## config.mk

```make
export PLATFORM = sky130hd
export DESIGN_NAME = adau_init_sequencer
export DESIGN_NICKNAME = d
export VERILOG_FILES = /design/src/rtl/adau_init_sequencer.sv
export SDC_FILE = /design/constraint.sdc
export NUM_CORES = 1
export LEC_CHECK = 0
export BUFFER_PORTS_ARGS = -buffer_cell sky130_fd_sc_hd__buf_2
export CAP_MARGIN = 10
export CORE_MARGIN = 5
export CORE_UTILIZATION = 35
export CTS_CLUSTER_SIZE = 40
export DETAILED_ROUTE_END_ITERATION = 12
export PLACE_DENSITY = 0.55
export SYNTH_ARGS = -nofsm -noshare
export SYNTH_HDL_FRONTEND = slang
export SYNTH_SLANG_ARGS = --single-unit
export TNS_END_PERCENT = 50
```

## constraint.sdc

```tcl
create_clock -name clk -period 2.6 [get_ports clk]
set_input_delay 0.26 -clock clk [delete_from_list [all_inputs] [get_ports clk]]
set_output_delay 0.26 -clock clk [all_outputs]
set_load 0.1 [all_outputs]
```

## src/rtl/adau_init_sequencer.sv

```systemverilog
// rtl/adau_init_sequencer.sv - walks an ADAU1761 init table and feeds SPI write words to the SPI master
module adau_init_sequencer #(
    parameter int          ADDR_W       = 6,
    parameter int          DUMMY_WRITES = 3,
    parameter logic [31:0] DUMMY_WORD   = 32'h0040_0000
) (
    input  logic              clk,
    input  logic              reset_n,
    input  logic              start,
    output logic [ADDR_W-1:0] rom_addr,
    input  logic [31:0]       rom_data,
    output logic [31:0]       spi_data,
    output logic              spi_valid,
    input  logic              spi_ready,
    output logic              busy,
    output logic              done,
    output logic              error
);

    localparam logic [3:0] S_IDLE    = 4'd0;
    localparam logic [3:0] S_DUMMY   = 4'd1;
    localparam logic [3:0] S_FETCH   = 4'd2;
    localparam logic [3:0] S_ROMWAIT = 4'd3;
    localparam logic [3:0] S_DECODE  = 4'd4;
    localparam logic [3:0] S_SEND    = 4'd5;
    localparam logic [3:0] S_DWAIT   = 4'd6;
    localparam logic [3:0] S_DELAY   = 4'd7;
    localparam logic [3:0] S_FLUSH   = 4'd8;
    localparam logic [3:0] S_DONE    = 4'd9;

    localparam logic [7:0] OP_WRITE = 8'h00;
    localparam logic [7:0] OP_DELAY = 8'h01;
    localparam logic [7:0] OP_END   = 8'hFF;

    localparam int            DCW        = (DUMMY_WRITES < 2) ? 1 : $clog2(DUMMY_WRITES + 1);
    localparam logic [DCW-1:0] DUMMY_LAST = DCW'(DUMMY_WRITES - 1);

    logic [3:0]     state;
    logic [DCW-1:0] dummy_cnt;
    logic [23:0]    delay_cnt;
    logic           at_last;

    // Advancing from the last table slot without an END entry is an overrun.
    assign at_last = (rom_addr == {ADDR_W{1'b1}});

    always_ff @(posedge clk or negedge reset_n) begin
        if (!reset_n) begin
            state     <= S_IDLE;
            rom_addr  <= '0;
            spi_data  <= '0;
            spi_valid <= 1'b0;
            busy      <= 1'b0;
            done      <= 1'b0;
            error     <= 1'b0;
            dummy_cnt <= '0;
            delay_cnt <= '0;
        end else begin
            case (state)
                S_IDLE, S_DONE: begin
                    if (start) begin
                        busy      <= 1'b1;
                        done      <= 1'b0;
                        error     <= 1'b0;
                        rom_addr  <= '0;
                        dummy_cnt <= '0;
                        if (DUMMY_WRITES == 0) begin
                            state <= S_FETCH;
                        end else begin
                            state     <= S_DUMMY;
                            spi_data  <= DUMMY_WORD;
                            spi_valid <= 1'b1;
                        end
                    end
                end
                S_DUMMY: begin
                    if (spi_ready) begin
                        dummy_cnt <= dummy_cnt + 1'b1;
                        if (dummy_cnt == DUMMY_LAST) begin
                            spi_valid <= 1'b0;
                            state     <= S_FETCH;
                        end
                    end
                end
                S_FETCH:   state <= S_ROMWAIT;
                S_ROMWAIT: state <= S_DECODE;
                S_DECODE: begin
                    case (rom_data[31:24])
                        OP_WRITE: begin
                            spi_data  <= {8'h00, rom_data[23:0]};
                            spi_valid <= 1'b1;
                            state     <= S_SEND;
                        end
                        OP_DELAY: begin
                            delay_cnt <= rom_data[23:0];
                            state     <= S_DWAIT;
                        end
                        OP_END:  state <= S_FLUSH;
                        default: begin
                            error <= 1'b1;
                            state <= S_FLUSH;
                        end
                    endcase
                end
                S_SEND: begin
                    if (spi_ready) begin
                        spi_valid <= 1'b0;
                        if (at_last) begin
                            error <= 1'b1;
                            state <= S_FLUSH;
                        end else begin
                            rom_addr <= rom_addr + 1'b1;
                            state    <= S_FETCH;
                        end
                    end
                end
                S_DWAIT: begin
                    // Delay starts only once the previous word is fully shifted and latched.
                    if (spi_ready) begin
                        if (delay_cnt != 24'd0) begin
                            state <= S_DELAY;
                        end else if (at_last) begin
                            error <= 1'b1;
                            state <= S_FLUSH;
                        end else begin
                            rom_addr <= rom_addr + 1'b1;
                            state    <= S_FETCH;
                        end
                    end
                end
                S_DELAY: begin
                    delay_cnt <= delay_cnt - 1'b1;
                    if (delay_cnt == 24'd1) begin
                        if (at_last) begin
                            error <= 1'b1;
                            state <= S_FLUSH;
                        end else begin
                            rom_addr <= rom_addr + 1'b1;
                            state    <= S_FETCH;
                        end
                    end
                end
                S_FLUSH: begin
                    spi_valid <= 1'b0;
                    if (spi_ready) begin
                        busy  <= 1'b0;
                        done  <= 1'b1;
                        state <= S_DONE;
                    end
                end
                default: state <= S_IDLE;
            endcase
        end
    end

endmodule
```

# == Yosys cells after proc, flatten, opt, wreduce, memory -nomap -nowiden ==
# Cells that the tools add are included.
# word_totals
inputBits,36
regBits,72
output_inout_bits,42
# op_classes
eq_ne,25
n_reduce_logical,20
muxes,43
add_sub_neg,3
# op_table
operator,count
32-bit 2-to-1 mux,2
32-bit one-hot mux with 2 select lines,1
24-bit one-hot mux with 2 select lines,1
4-bit 2-to-1 mux,9
6-bit 2-to-1 mux,6
4-bit one-hot mux with 9 select lines,1
24-bit by 1-bit == test with 1-bit output (second input constant),1
24-bit 2-to-1 mux,1
6-bit one-hot mux with 4 select lines,1
24-bit nonzero test,1
24-bit by 1-bit subtractor with 24-bit output (second input constant),1
2-bit != test (second input constant),11
4-bit by 3-bit == test with 1-bit output (second input constant),4
7-bit AND reduction,2
1-bit 2-to-1 mux,13
6-bit AND reduction,2
1-bit one-hot mux with 5 select lines,2
5-bit nonzero test,2
3-bit AND reduction,3
4-bit by 2-bit == test with 1-bit output (second input constant),2
4-bit == test (second input constant),2
8-bit by 1-bit == test with 1-bit output (second input constant),1
8-bit == test (second input constant),1
8-bit zero test,1
other kinds (15),20

# == Longest topological paths before layout ==
# Gate-level depths: netlist (run 1).
# logic_depth
depth_word,5
depth_mapped,8

# == Worst setup path before layout (run 1) ==
# No wires, ideal clock.
# synth_timing
path_kind,register to register
startpoint,register rom_addr[1]
endpoint,register state[1]
path_slack_ps,-150
path_stages_with_launch,9
arrival_ps,2626
setup_time_ps,125
required_time_ps,2475
path_cell_list,dfrtp_1 ha_1 nand2_1 or2_2 clkbuf_1 nor3_1 nor3_1 or3_1 mux2_2
# synth_between
elab_chain_len,5
# synth_lines
item,line_no,rtl
from (decl),10,"output logic [ADDR_W-1:0] rom_addr,"
from (signal assigned),111,rom_addr <= rom_addr + 1'b1;
from (signal assigned),125,rom_addr <= rom_addr + 1'b1;
from (signal assigned),137,rom_addr <= rom_addr + 1'b1;
6-bit == test *,44,assign at_last = (rom_addr == {ADDR_W{1'b1}});
4-bit 2-to-1 mux *,"107, 121, 133",
4-bit 2-to-1 mux,119,if (delay_cnt != 24'd0) begin
4-bit 2-to-1 mux,118,if (spi_ready) begin
4-bit one-hot mux with 9 select lines *,58,case (state)
to (signal assigned),109,state <= S_FLUSH;
to (signal assigned),120,state <= S_DELAY;
to (signal assigned),123,state <= S_FLUSH;
to (decl),38,logic [3:0] state;
# Every way passes the cells marked *; elsewhere a longest branch is shown, timed or not. The select of a mux whose other input is x is not followed.
# A chain may end at the register's enable or synchronous reset.

# == Final worst setup path (run 1) ==
# layout_timing
startpoint,register state[1]
endpoint,register delay_cnt[23]
# layout_between
elab_chain_len,3
# layout_lines
item,line_no,rtl
from (signal assigned),48,state <= S_IDLE;
from (signal assigned),67,state <= S_FETCH;
from (signal assigned),69,state <= S_DUMMY;
4-bit by 3-bit == test with 1-bit output,58,
2-bit != test (no line) or 2-bit nonzero test (tied branches),-,
2-bit AND reduction (no line),-,
to (signal assigned),94,delay_cnt <= rom_data[23:0];
to (signal assigned),131,delay_cnt <= delay_cnt - 1'b1;
to (decl),40,logic [23:0] delay_cnt;
# Several ways; a longest one is shown, not always the timed one.

==> flow_summary.toml, run 1 <==
[layout]
drive_above_1_share_pct = 23.4
antennaDiodeCount = 0
fillerInstances = 1053
area_delta_synth_final_pct = 21.6
finalNetCount = 553

[run]
maxCapViolCount = 0

[sta]
finClkSkew_ns = 0.0138
timing.fmax_ghz = 0.429
setup_viol = 0
rsz0062_at_grt = "no"
slew_viol_final = 0
worst_slack_ns = 0.271
setup_tns_ns = 0
tightest_slew_ns = 0.723
slew_headroom_pct = 51.8
min_period_ns = 2.33
fin_crit_sh_pct = 89.6
timing.hold.ws_ns = 0.136
hold_viol_final = 0

[synth]
yosys.area_share.adder_pct = 1.38
synthesis.area_um2 = 3640
yosys_warnings = 0
synth_top_family_by_area = "simple AND/OR/NAND/NOR gates"
synth_xor_xnor_area_share_pct = 0.241
ys_seq_area_share_pct = 44.0
synth_edf_count = 0
synth_async_sr_flop_share_pct = 100
avgSynthCellArea_um2 = 8.34
synth_mux_area_share_pct = 1.17
yosys_register_bits = 64
synth_cell_types = 57
synth_ff_type = "dfrtp_1"
synthSimpleGateAreaFrac_pct = 26.7
synth-compound-area-share_pct = 20.8
synth_cells = 436

[worst_setup_path]
end_kind = "register"
worstPathRequired_ns = 2.85
cp_max_fo = 20
critPathKind = "register to register"
startpoint_type = "register"
cp.arrival_ns = 2.58

[power_and_ir_drop]
irDropWorstVdd_mv = 0.599
cellLeakagePower_nw = 1.95
p_int_w = 0.00265
power.total_w = 0.00587
p_comb_share_pct = 56.1
p_switching_w = 0.00322
power_density_nw_per_um2 = 1330
sw_frac_of_total_pct = 54.9
pwr-share-seq_pct = 27.6
clkPwrFrac_pct = 16.3

[route]
vias = 3469
wl_per_cell_um = 15.6
ant_nets = 0
post-route-drc-count = 0
via_per_inst = 5.30
drt_iter0_markers = 191
detail_route.first_pass.iterations = 5
finalWirelength_mm = 10.2

[global_routing]
antenna_found_initial = 1
grt_max_degree = 36
grt_pass1_vias = 3422
grt_overflow = 0
grt_pass1_wl_mm = 16.8
grt_use_total_pct = 16.3

[clock_network]
cts_root_buffer = "clkbuf_8"
post_cts_buffers = 0
cts_sinks = 64
ctsResizeCount = 0
ctsHtreeMaxLevel = 3
clock_latency_ns = 0.35
clk_path_buf_depth = 2
cts_made_buffers = 9
cts_tree = "built"
cts_hold_buf = 1
clk_pin_slew_ns = 0.09

[place]
place_ws_ns = 0.228
gp_congestion = 0.911
dp_hpwl_mm = 7.49
portBuffers = 69

[floorplan]
ios = 78
initial_core_util_pct = 35.5
die_h_um = 112
dieArea_um2 = 12500
num_rows = 37
core-area_um2 = 10200
die_width_um = 112

[min_path]
hp-class = "input port to register"

[run_status]
status = "finished clean"
==> Yosys cell counts, types with 3 or more instances <==
cell,count,share of area [%]
a211oi_1,8,1.7
a21oi_1,21,2.9
a22oi_1,5,1.0
a311oi_1,5,1.2
a31oi_1,7,1.2
and2_1,4,0.69
and3_1,5,0.86
buf_2,4,0.55
buf_4,8,1.7
clkbuf_1,16,1.7
dfrtp_1,64,44
ha_1,4,1.4
inv_1,10,1.0
nand2_1,81,8.4
nand2b_1,4,0.69
nand3_1,19,2.6
nand4_1,5,0.86
nor2_1,40,4.1
nor2b_1,3,0.52
nor3_1,16,2.2
nor3_2,3,0.83
nor4_1,3,0.52
o211ai_1,4,0.83
o21ai_0,34,4.7
o21ai_1,10,1.4
o311ai_0,3,0.72
o31ai_1,4,0.83
or2_2,3,0.52
or3_1,6,1.0
==> power by group through the flow <==
stage	clock network [W]	registers, W	logic, W
global route	0.00104	0.00168	0.00352
finish	0.000959	0.00162	0.00329
floorplan	0	0.00286	0.00131
CTS	0.000977	0.00162	0.00330
detailed placement	0	0.00163	0.00329
global placement	0	0.00163	0.00327
==> worst paths after layout <==
check                      slack [ns]                    start                   endpoint  cells after the start
setup / recovery                 0.27     state[1]$_DFFE_PN0P_  delay_cnt[23]$_DFFE_PN0P_                      5
hold / removal                   0.14              rom_data[4]   delay_cnt[4]$_DFFE_PN0P_                      3
max in group asynchronous        1.42                  reset_n    rom_addr[1]$_DFFE_PN0P_                      3
hold reg to reg                  0.48  spi_data[5]$_DFFE_PN0P_    spi_data[5]$_DFFE_PN0P_                      2
setup reg to reg                 0.27     state[1]$_DFFE_PN0P_  delay_cnt[23]$_DFFE_PN0P_                      5
min in group asynchronous        0.51                  reset_n   spi_data[21]$_DFFE_PN0P_                      2
==> critical path, stage by stage, from the launching register on <==
cell and delay [ns]:
dfrtp_1 0.51, or4b_1 0.69, or3_4 0.51, nand2_1 0.20, a21oi_1 0.09, a311oi_1 0.25
==> cells by family (layout without fill, tap and decap cells) <==
| group | count (synthesis) | in the layout |
|---|---|---|
| XOR/XNOR | 1 | 1 |
| AND/OR/NAND/NOR | 202 | 202 |
| other | 1 | 8 |
| AO/OA/AOI/OAI | 120 | 120 |
| adder cells (fa/ha/maj) | 4 | 4 |
| multiplexers | 4 | 4 |
| flip-flops | 64 | 64 |
| buffers and inverters | 40 | 115 |
==> metrics by stage <==
stage | cells | util [%] | area, um^2
final | 654 | 43.2 | 4420
after global placement | 637 | 41.1 | 4200
after global routing | 654 | 43.2 | 4420
after floorplan | 443 | - | 3660
after CTS | 654 | 43.2 | 4420
after detailed placement | 637 | 41.1 | 4200
==> placed cells by master, fill, tap and decap left out, drive strengths merged, types with 3 or more instances in the layout <==
cell	netlist	routed
or2	4	4
and3	5	5
a31oi	7	7
buf	14	88
nor2	40	40
and2	4	4
ha	4	4
clkinv	0	4
o31ai	4	4
clkbuf	16	10
a311oi	5	5
o211ai	4	4
nand3	19	19
nand4	5	5
dfrtp	64	64
a21oi	21	21
a22oi	5	5
nor3	19	19
nor4	5	5
o311ai	5	5
nor2b	3	3
inv	10	10
or3	7	7
a211oi	8	8
o21ai	44	44
nand2	81	81
nand2b	4	4
conb	1	8
==> final cells by class <==
type | count | area (um^2) | share of cell area (%)
multi-input cells | 339 | 1890 | 42.7
flip-flops and latches | 64 | 1600 | 36.3
repair buffers | 89 | 510 | 11.5
well taps | 136 | 170 | 3.85
clock buffers | 10 | 128 | 2.89
clock inverters | 6 | 83.8 | 1.90
inverters | 10 | 37.5 | 0.849
==> routing by layer <==
metal / part of all wire, % / global-route usage, % / up-vias
met5: 0.069 / 0 / -
li1: - / - / 1701
met4: 0.64 / 4.46 / 2
met2: 48 / 26.9 / 75
met1: 47 / 21.3 / 1682
met3: 4.3 / 3.80 / 9
==> sequential cells by signal, summed over array words and instances (netlist names) <==
name       cells
done           1
state          4
rom_addr       6
delay_cnt     24
dummy_cnt      2
spi_data      24
spi_valid      1
error          1
busy           1
Note: power is estimated with default switching activity, not from simulation.
==> inputs of run 2 (changes only) <==
Settings changed: CORE_MARGIN 5 to 10, GPL_TIMING_DRIVEN from default to 0.
Clock period 2.6 ns to 2.2 ns, I/O delays scaled along.
==> flow_summary.toml, run 2 (synthesized netlist as in run 1, its figures left out) <==
[run_status]
status = "finished clean"

[global_routing]
grt_overflow = 0
grt_max_degree = 65
grt_use_total_pct = 14.9
grt_pass1_wl_mm = 17.9
grt_pass1_vias = 3583
antenna_found_initial = 0

[clock_network]
clk_pin_slew_ns = 0.08
clk_path_buf_depth = 2
cts_made_buffers = 9
cts_root_buffer = "clkbuf_8"
ctsHtreeMaxLevel = 3
cts_sinks = 64
cts_tree = "built"
clock_latency_ns = 0.35

[power_and_ir_drop]
cellLeakagePower_nw = 2.10
irDropWorstVdd_mv = 0.821
power.total_w = 0.00727
power_density_nw_per_um2 = 1510

[place]
portBuffers = 67
gp_congestion = 0.934
placed_area_um2 = 4210
dp_hpwl_mm = 8.18
post-place-cells = 646

[sta]
hold_viol_final = 0
slew_viol_final = 0
rsz0062_at_grt = "yes"
fin_crit_sh_pct = 100
tightest_slew_ns = 0.824
timing.fmax_ghz = 0.455
setup_viol = 0
slew_headroom_pct = 45.1
min_period_ns = 2.20
finClkSkew_ns = 0.0101
timing.hold.ws_ns = 0.0812

[worst_setup_path]
end_kind = "register"
cp.arrival_ns = 2.43
critPathKind = "register to register"
worstPathRequired_ns = 2.43
cp_max_fo = 5
startpoint_type = "register"

[layout]
fillerInstances = 1024
layout_commonest_cell = "nand2_1"
postLayoutCellArea_um2 = 4810
layout.cells.non_filler = 684
antennaDiodeCount = 0
finalNetCount = 583
drive_above_1_share_pct = 32.5
mostFrequentLayoutCells = "nand2_1, buf_2, dfrtp_1"
area_delta_synth_final_pct = 32.3
reg_top3 = "delay_cnt x24, spi_data x24, rom_addr x6"

[floorplan]
initial_core_util_pct = 35.5
dieArea_um2 = 14900
num_rows = 37
ios = 78
die_width_um = 122
die_h_um = 122
core-area_um2 = 10200

[route]
ant_nets = 0
drt_iter0_markers = 295
vias = 3648
wl_per_cell_um = 16.5
finalWirelength_mm = 11.3
via_per_inst = 5.33
post-route-drc-count = 0
detail_route.first_pass.iterations = 4

[min_path]
hp-class = "input port to register"

[run]
maxCapViolCount = 0
==> run 2: path summary, 6_finish.rpt <==
check	start	to	slack [ns]	cells after the start
worst max-delay path	delay_cnt[2]$_DFFE_PN0P_	state[1]$_DFFE_PN0P_	0.0007	8
min in group asynchronous	reset_n	delay_cnt[10]$_DFFE_PN0P_	0.50	2
worst min-delay path	rom_data[4]	delay_cnt[4]$_DFFE_PN0P_	0.08	3
worst max register to register	delay_cnt[2]$_DFFE_PN0P_	state[1]$_DFFE_PN0P_	0.0007	8
max in group asynchronous	reset_n	rom_addr[1]$_DFFE_PN0P_	1.07	2
worst min register to register	spi_data[19]$_DFFE_PN0P_	spi_data[19]$_DFFE_PN0P_	0.48	2
==> run 2: layout make-up <==
cell class | count | area, um^2 | share of cell area, %
plain buffers | 28 | 188 | 3.90
clock buffers | 10 | 138 | 2.86
clock inverters | 6 | 67.6 | 1.40
inverters | 10 | 37.5 | 0.780
multi-input cells | 339 | 2050 | 42.6
flip-flops and latches | 64 | 1630 | 33.8
well taps | 136 | 170 | 3.54
repair buffers | 91 | 537 | 11.2
==> run 2: what timing repair did <==
item                       4_1_cts  5_1_grt
resized for setup               21       44
setup endpoints to repair       57       33
buffers inserted                 8       15
pin swaps                        5       16
hold endpoints to repair         6        0
hold buffers                     1        0
==> run 2: critical path, stage by stage (launching register included) <==
cell and delay (ns):
dfrtp_2 0.45, nor4_4 0.26, buf_4 0.18, nand4_1 0.12
buf_4 0.19, nor3_4 0.12, nor3_1 0.07, or3_1 0.40
mux2_4 0.28
==> run 2: power breakdown <==
part           switching (W)  internal, W
combinational        0.00315      0.00112
clock               0.000519     0.000558
sequential          0.000352      0.00158
total                0.00402      0.00325
==> run 2: metrics by stage <==
step / worst slack (ns) / setup TNS, ns / utilization, %
4_1_cts: -0.0450 / -0.294 / 44.7
3_5_place_dp: -0.365 / -7.52 / 41.1
3_3_place_gp: -0.338 / -5.50 / 41.1
6_report: 0.000749 / 0 / 47.0
5_1_grt: -0.0780 / -0.423 / 47.0
2_1_floorplan: 0.00518 / 0 / -
==> run 2: layer usage <==
metal / track usage [%] / routed length (um) / vias up
met5: 0 / 0 / -
met4: 5.14 / 139 / 0
met3: 3.42 / 830 / 14
met2: 22.4 / 5150 / 102
met1: 20.5 / 5190 / 1754
li1: - / - / 1778
